File: src/rtl/uart_cmd_pkg.sv
// Shared types and helpers for the UART command framer.
// Holds the RX/TX state encodings and counter sizing.
package uart_cmd_pkg;

    localparam int BYTE_W = 8;

    typedef enum logic {
        R_IDLE,
        R_COLLECT
    } rx_state_t;

    typedef enum logic [1:0] {
        T_IDLE,
        T_LOAD,
        T_ARM,
        T_WAIT
    } tx_state_t;

    // Counter width able to hold 0..n-1, never narrower than 1 bit.
    function automatic int cnt_w(input int n);
        return (n > 1) ? $clog2(n) : 1;
    endfunction

endpackage

File: src/rtl/uart_resp_ser.sv
// Response serialiser: splits a response word into bytes
// and hands them one at a time to the UART transmitter.
module uart_resp_ser
    import uart_cmd_pkg::*;
#(
    parameter int RESP_BYTES = 2,
    parameter int MSB_FIRST  = 1
) (
    input  logic                         clk,
    input  logic                         rst_n,
    input  logic                         resp_vld,
    input  logic [RESP_BYTES*BYTE_W-1:0] resp_data,
    output logic                         resp_busy,
    output logic                         resp_done,
    output logic                         trmt,
    output logic [BYTE_W-1:0]            tx_data,
    input  logic                         tx_done
);

    localparam int RESP_W = RESP_BYTES * BYTE_W;
    localparam int RW     = cnt_w(RESP_BYTES);
    localparam logic [RW-1:0] LAST = RW'(RESP_BYTES - 1);

    tx_state_t         state_q, state_d;
    logic [RESP_W-1:0] sh_q;
    logic [RESP_W-1:0] src;
    logic [RESP_W-1:0] src_sh;
    logic [BYTE_W-1:0] src_byte;
    logic [RW-1:0]     rem_q;
    logic              cap, nxt, fin;

    always_comb begin
        state_d = state_q;
        cap     = 1'b0;
        nxt     = 1'b0;
        fin     = 1'b0;
        unique case (state_q)
            T_IDLE: begin
                if (resp_vld) begin
                    cap     = 1'b1;
                    state_d = T_LOAD;
                end
            end
            T_LOAD: state_d = T_ARM;
            // tx_done may still be high from the previous byte here
            T_ARM:  state_d = T_WAIT;
            T_WAIT: begin
                if (tx_done) begin
                    if (rem_q != '0) begin
                        nxt     = 1'b1;
                        state_d = T_LOAD;
                    end else begin
                        fin     = 1'b1;
                        state_d = T_IDLE;
                    end
                end
            end
            default: state_d = T_IDLE;
        endcase
    end

    always_comb begin
        src = cap ? resp_data : sh_q;
        if (MSB_FIRST != 0) begin
            src_byte = src[RESP_W-1 -: BYTE_W];
            src_sh   = src << BYTE_W;
        end else begin
            src_byte = src[BYTE_W-1:0];
            src_sh   = src >> BYTE_W;
        end
    end

    always_ff @(posedge clk or negedge rst_n) begin
        if (!rst_n) begin
            state_q   <= T_IDLE;
            sh_q      <= '0;
            rem_q     <= '0;
            tx_data   <= '0;
            resp_done <= 1'b0;
        end else begin
            state_q   <= state_d;
            resp_done <= fin;
            if (cap || nxt) begin
                tx_data <= src_byte;
                sh_q    <= src_sh;
            end
            if (cap) begin
                rem_q <= LAST;
            end else if (nxt) begin
                rem_q <= rem_q - 1'b1;
            end
        end
    end

    assign resp_busy = (state_q != T_IDLE);
    assign trmt      = (state_q == T_LOAD);

endmodule

File: src/rtl/uart_cmd_frame.sv
// Command framer: assembles UART bytes into command words
// with timeout resync and overrun flag; serialises responses.
module uart_cmd_frame
    import uart_cmd_pkg::*;
#(
    parameter int CMD_BYTES      = 3,
    parameter int RESP_BYTES     = 2,
    parameter int MSB_FIRST      = 1,
    parameter int TIMEOUT_CYCLES = 65536
) (
    input  logic                         clk,
    input  logic                         rst_n,
    input  logic                         rdy,
    input  logic [BYTE_W-1:0]            rx_data,
    output logic                         clr_rdy,
    output logic [CMD_BYTES*BYTE_W-1:0]  cmd,
    output logic                         cmd_rdy,
    input  logic                         clr_cmd_rdy,
    output logic                         overrun,
    output logic                         frame_err,
    input  logic                         resp_vld,
    input  logic [RESP_BYTES*BYTE_W-1:0] resp_data,
    output logic                         resp_busy,
    output logic                         resp_done,
    output logic                         trmt,
    output logic [BYTE_W-1:0]            tx_data,
    input  logic                         tx_done
);

    localparam int CMD_W = CMD_BYTES * BYTE_W;
    localparam int CW    = cnt_w(CMD_BYTES);
    localparam int TW    = cnt_w(TIMEOUT_CYCLES > 1 ? TIMEOUT_CYCLES : 2);
    localparam bit TO_EN = (TIMEOUT_CYCLES > 0);
    localparam logic [CW-1:0] LAST    = CW'(CMD_BYTES - 1);
    localparam logic [TW-1:0] TO_LAST =
        TW'(TIMEOUT_CYCLES > 0 ? TIMEOUT_CYCLES - 1 : 0);

    rx_state_t        state_q, state_d;
    logic [CW-1:0]    cnt_q, cnt_d;
    logic [TW-1:0]    to_q, to_d;
    logic [CMD_W-1:0] sh_q, sh_d, word;
    logic             fe_d, done;

    assign clr_rdy = rdy;

    always_comb begin
        if (MSB_FIRST != 0) begin
            word = (sh_q << BYTE_W) | CMD_W'(rx_data);
        end else begin
            word = (sh_q >> BYTE_W)
                 | (CMD_W'(rx_data) << (CMD_W - BYTE_W));
        end
    end

    always_comb begin
        state_d = state_q;
        cnt_d   = cnt_q;
        to_d    = to_q;
        sh_d    = sh_q;
        fe_d    = 1'b0;
        done    = 1'b0;
        // An incoming byte always beats the timeout
        if (rdy) begin
            to_d = '0;
            if (cnt_q == LAST) begin
                done    = 1'b1;
                cnt_d   = '0;
                sh_d    = '0;
                state_d = R_IDLE;
            end else begin
                cnt_d   = cnt_q + 1'b1;
                sh_d    = word;
                state_d = R_COLLECT;
            end
        end else if (state_q == R_COLLECT) begin
            if (TO_EN && to_q == TO_LAST) begin
                fe_d    = 1'b1;
                cnt_d   = '0;
                to_d    = '0;
                sh_d    = '0;
                state_d = R_IDLE;
            end else if (TO_EN) begin
                to_d = to_q + 1'b1;
            end
        end
    end

    always_ff @(posedge clk or negedge rst_n) begin
        if (!rst_n) begin
            state_q   <= R_IDLE;
            cnt_q     <= '0;
            to_q      <= '0;
            sh_q      <= '0;
            frame_err <= 1'b0;
            cmd       <= '0;
            cmd_rdy   <= 1'b0;
            overrun   <= 1'b0;
        end else begin
            state_q   <= state_d;
            cnt_q     <= cnt_d;
            to_q      <= to_d;
            sh_q      <= sh_d;
            frame_err <= fe_d;
            if (done) begin
                cmd     <= word;
                cmd_rdy <= 1'b1;
                overrun <= cmd_rdy & ~clr_cmd_rdy;
            end else if (clr_cmd_rdy) begin
                cmd_rdy <= 1'b0;
                overrun <= 1'b0;
            end
        end
    end

    uart_resp_ser #(
        .RESP_BYTES (RESP_BYTES),
        .MSB_FIRST  (MSB_FIRST)
    ) u_ser (
        .clk       (clk),
        .rst_n     (rst_n),
        .resp_vld  (resp_vld),
        .resp_data (resp_data),
        .resp_busy (resp_busy),
        .resp_done (resp_done),
        .trmt      (trmt),
        .tx_data   (tx_data),
        .tx_done   (tx_done)
    );

endmodule

File: config.mk
export PLATFORM = sky130hd
export DESIGN_NAME = uart_cmd_frame
export DESIGN_NICKNAME = d
export VERILOG_FILES = /design/src/rtl/uart_cmd_pkg.sv /design/src/rtl/uart_resp_ser.sv /design/src/rtl/uart_cmd_frame.sv
export SDC_FILE = /design/constraint.sdc
export NUM_CORES = 1
export LEC_CHECK = 0
export BUFFER_PORTS_ARGS = -buffer_cell sky130_fd_sc_hd__clkbuf_2
export CAP_MARGIN = 30
export CORE_MARGIN = 5
export CORE_UTILIZATION = 55
export CTS_CLUSTER_DIAMETER = 50
export DETAILED_ROUTE_END_ITERATION = 10
export PLACE_DENSITY = 0.8
export RECOVER_POWER = 25
export SLEW_MARGIN = 20
export SYNTH_ARGS = -nofsm -noshare
export SYNTH_HDL_FRONTEND = slang
export SYNTH_SLANG_ARGS = --single-unit
export TNS_END_PERCENT = 20
File: constraint.sdc
create_clock -name clk -period 2.7 [get_ports clk]
set_clock_uncertainty 0.1 [all_clocks]
set_input_delay 0.27 -clock clk [delete_from_list [all_inputs] [get_ports clk]]
set_output_delay 0.27 -clock clk [all_outputs]
set_load 0.1 [all_outputs]
==> flow_summary.json <==
{
  "status": "finished clean",
  "startpoint_type": "flop",
  "timing_worst_setup_path_type": "flop to flop",
  "p_leak_nw": 2.01,
  "synth_top_area_share": 0.581,
  "ys_ff_latch": 82,
  "clock-root-buffer": "clkbuf_8",
  "worstMarginPinSlew_ns": 1.49,
  "gr-usage-all-layers": 0.186,
  "cts_buffer_depth": 2,
  "core_area_um2": 6310,
  "async_flop_share": 1.00,
  "cts_tree": "done",
  "netlist_area_um2": 3530,
  "ys.flop_type": "dfrtp_1",
  "min_period_ns": 2.10,
  "finalCritPeriodShare": 0.778,
  "hold_path_class": "primary input to flop",
  "ys_seq_area_frac": 0.581,
  "finalSetupViolCount": 0,
  "synth-edff-count": 0,
  "die_h_um": 90.1,
  "std_cell_rows": 29,
  "drcViolationCount": 0,
  "wl_per_cell_um": 16.4,
  "hold_ws_ns": 0.0312,
  "grt_max_degree": 58,
  "max-vdd-ir-drop_mv": 1.38,
  "dr_total_vias": 2452,
  "syn_inst": 283,
  "gr-usage-met1": 0.268,
  "tns_ns": 0,
  "power_density_nw_per_um2": 1310,
  "finalMaxSlewViolations": 0,
  "layout.area.seq_um2": 2050,
  "ys_top_cells_by_area": "dfrtp_1, mux2_2, a22o_1",
  "cts_buffers": 9,
  "synth_nets": 318,
  "multi_input_area_um2": 1380,
  "fillers": 505,
  "place_congestion": 0.887,
  "total_power_mw": 5.47,
  "dr.first_iter.drc_count": 116,
  "h-tree-depth": 3,
  "clk_pin_slew_ns": 0.08,
  "drive_above_1_share": 0.358,
  "relSlewSlack": 0.00911,
  "clkSinkCount": 82,
  "rsz0062_at_grt": "no",
  "nNetsFinal": 388,
  "finalHoldViolCount": 0,
  "yosysTopAreaCell": "dfrtp_1",
  "wirelength_um": 7140,
  "critPathRequiredTime_ns": 2.84,
  "grt_pass1_wl_um": 12300,
  "end_kind": "flop",
  "grtUsageMet2": 0.271,
  "cp_max_fo": 7,
  "grt-busiest-layer": "met2",
  "antennaDiodeCount": 0,
  "synthDistinctLibCells": 47,
  "grt_overflow": 0,
  "grt_pass1_vias": 2466,
  "dieArea_um2": 8120,
  "synth_warnings": 0,
  "numPortBuffers": 68,
  "antenna_found_initial": 0,
  "ant_nets": 0,
  "grtUsageMet3": 0.0401,
  "cp.arrival_ns": 2.24,
  "dr.pass1.iters": 4,
  "timing.fmax_mhz": 476,
  "maxCapViolCount": 0,
  "dp_hpwl_um": 4990,
  "cts_setup_buffers": 0,
  "vias_per_cell": 5.64,
  "syn_avg_cell_area_um2": 12.5,
  "clock_latency_ns": 0.36,
  "boundaryPins": 69,
  "die_w_um": 90.1,
  "area_growth_pct": 18.3,
  "initial_core_util": 0.559
}
## synth_stat cells (2+ instances only)
cell type  count
mux2_2        25
and2_1         2
xnor2_1        4
or3_1          3
a21o_1         3
o21ai_0       13
a22o_1        17
nor4_1         5
a22o_2         8
xor2_1         2
ha_1           5
a32o_1         2
clkbuf_1      10
buf_2          3
nand4_1        3
dfrtp_1       82
a21oi_1        6
nand2_1       21
nand4_4        2
o22ai_1        2
inv_1          6
mux2i_1       10
nor2_1        14
nand3_1        8
nor3_1         5
## logic make-up (layout without fill, tap and decap cells)
kind of cell    count (synthesis)  in the layout  share of synthesized area
buf+inv                        23             98                     0.0291
flops                          82             82                      0.581
fa+ha+maj                       5              5                     0.0177
mux                            35             35                      0.108
compound gates                 60             60                      0.133
simple gates                   72             72                      0.116
xor+xnor                        6              6                     0.0149
## layer usage
layer  up-vias  wire length (um)
li1       1171                 -
met1      1209              3390
met2        63              3280
met3         9               381
met4         0                91
met5         -                 0
## final timing paths
kind	startpoint	to	slack, ns	cells past startpoint
max	to_q[0]	to_q[7]	0.60	5
min	resp_data[7]	u_ser.sh_q[15]	0.03	2
max reg2reg	to_q[0]	to_q[7]	0.60	5
min reg2reg	u_ser.tx_data[5]	u_ser.tx_data[5]	0.39	2
max in group asynchronous	rst_n	cmd[3]	0.86	3
min in group asynchronous	rst_n	cmd[15]	0.69	2
## report_power, final
part	switching [mW]	total (mW)	leakage [nW]	internal (mW)
Combinational	2.18	2.74	0.859	0.562
Clock	0.465	0.904	0.0950	0.439
Sequential	0.237	1.83	1.06	1.59
Total	2.88	5.47	2.01	2.59
## critical path: stages (launching register included)
cell      delay, ns
dfrtp_1        0.44
ha_1           0.33
nand4_1        0.18
or4_4          0.59
a221oi_1       0.27
nor2_1         0.06
## sequential cells by signal, summed over array words and instances, names as in the netlist
signal	flops
cmd	24
sh_q	16
to_q	16
u_ser.sh_q	8
u_ser.tx_data	8
cnt_q	2
u_ser.state_q	2
cmd_rdy	1
frame_err	1
overrun	1
state_q	1
u_ser.rem_q	1
u_ser.resp_done	1
## stage by stage
| step | instance area [um2] | util | instances | worst slack, ns |
|---|---|---|---|---|
| finish | 4170 | 0.661 | 435 | 0.600 |
| global route | 4170 | 0.661 | 435 | 0.432 |
| CTS | 4180 | 0.662 | 435 | 0.581 |
| detailed placement | 3960 | 0.627 | 417 | 0.600 |
| global placement | 3930 | 0.622 | 416 | 0.692 |
| floorplan | 3530 | - | 283 | 0.612 |
## area by class of cell
cell class	instances	share of cell area
clock inverter	6	0.0177
inverter	7	0.00629
tap	77	0.0231
sequential	82	0.492
timing repair buffer	75	0.0998
clock buffer	10	0.0306
multi-input combinational	178	0.331
## placed cells by master (no fill, tap or decap), types with 2 or more instances in the layout
cell / synthesis / layout
and2_1: 2 / 2
a22o_1: 17 / 17
nor2_1: 14 / 14
a21o_1: 3 / 3
mux2i_1: 10 / 10
inv_1: 6 / 6
nand4_4: 2 / 2
nand3_1: 8 / 8
dlygate4sd3_1: 0 / 2
mux2_2: 25 / 25
nand4_1: 3 / 3
o21ai_0: 13 / 13
nor3_1: 5 / 5
dfrtp_1: 82 / 82
clkinvlp_4: 0 / 2
buf_4: 1 / 4
a32o_1: 2 / 2
xor2_1: 2 / 2
xnor2_1: 4 / 4
clkbuf_8: 0 / 9
a22o_2: 8 / 8
clkbuf_2: 1 / 67
or3_1: 3 / 3
nor4_1: 5 / 5
clkbuf_1: 10 / 2
ha_1: 5 / 5
nand2_1: 21 / 21
a21oi_1: 6 / 6
o22ai_1: 2 / 2
## repair_timing
item	CTS	global route
hold buffers	2	0
endpoints found under the hold margin	26	0
resized for setup	0	0
(Power assumes the default switching activity.)
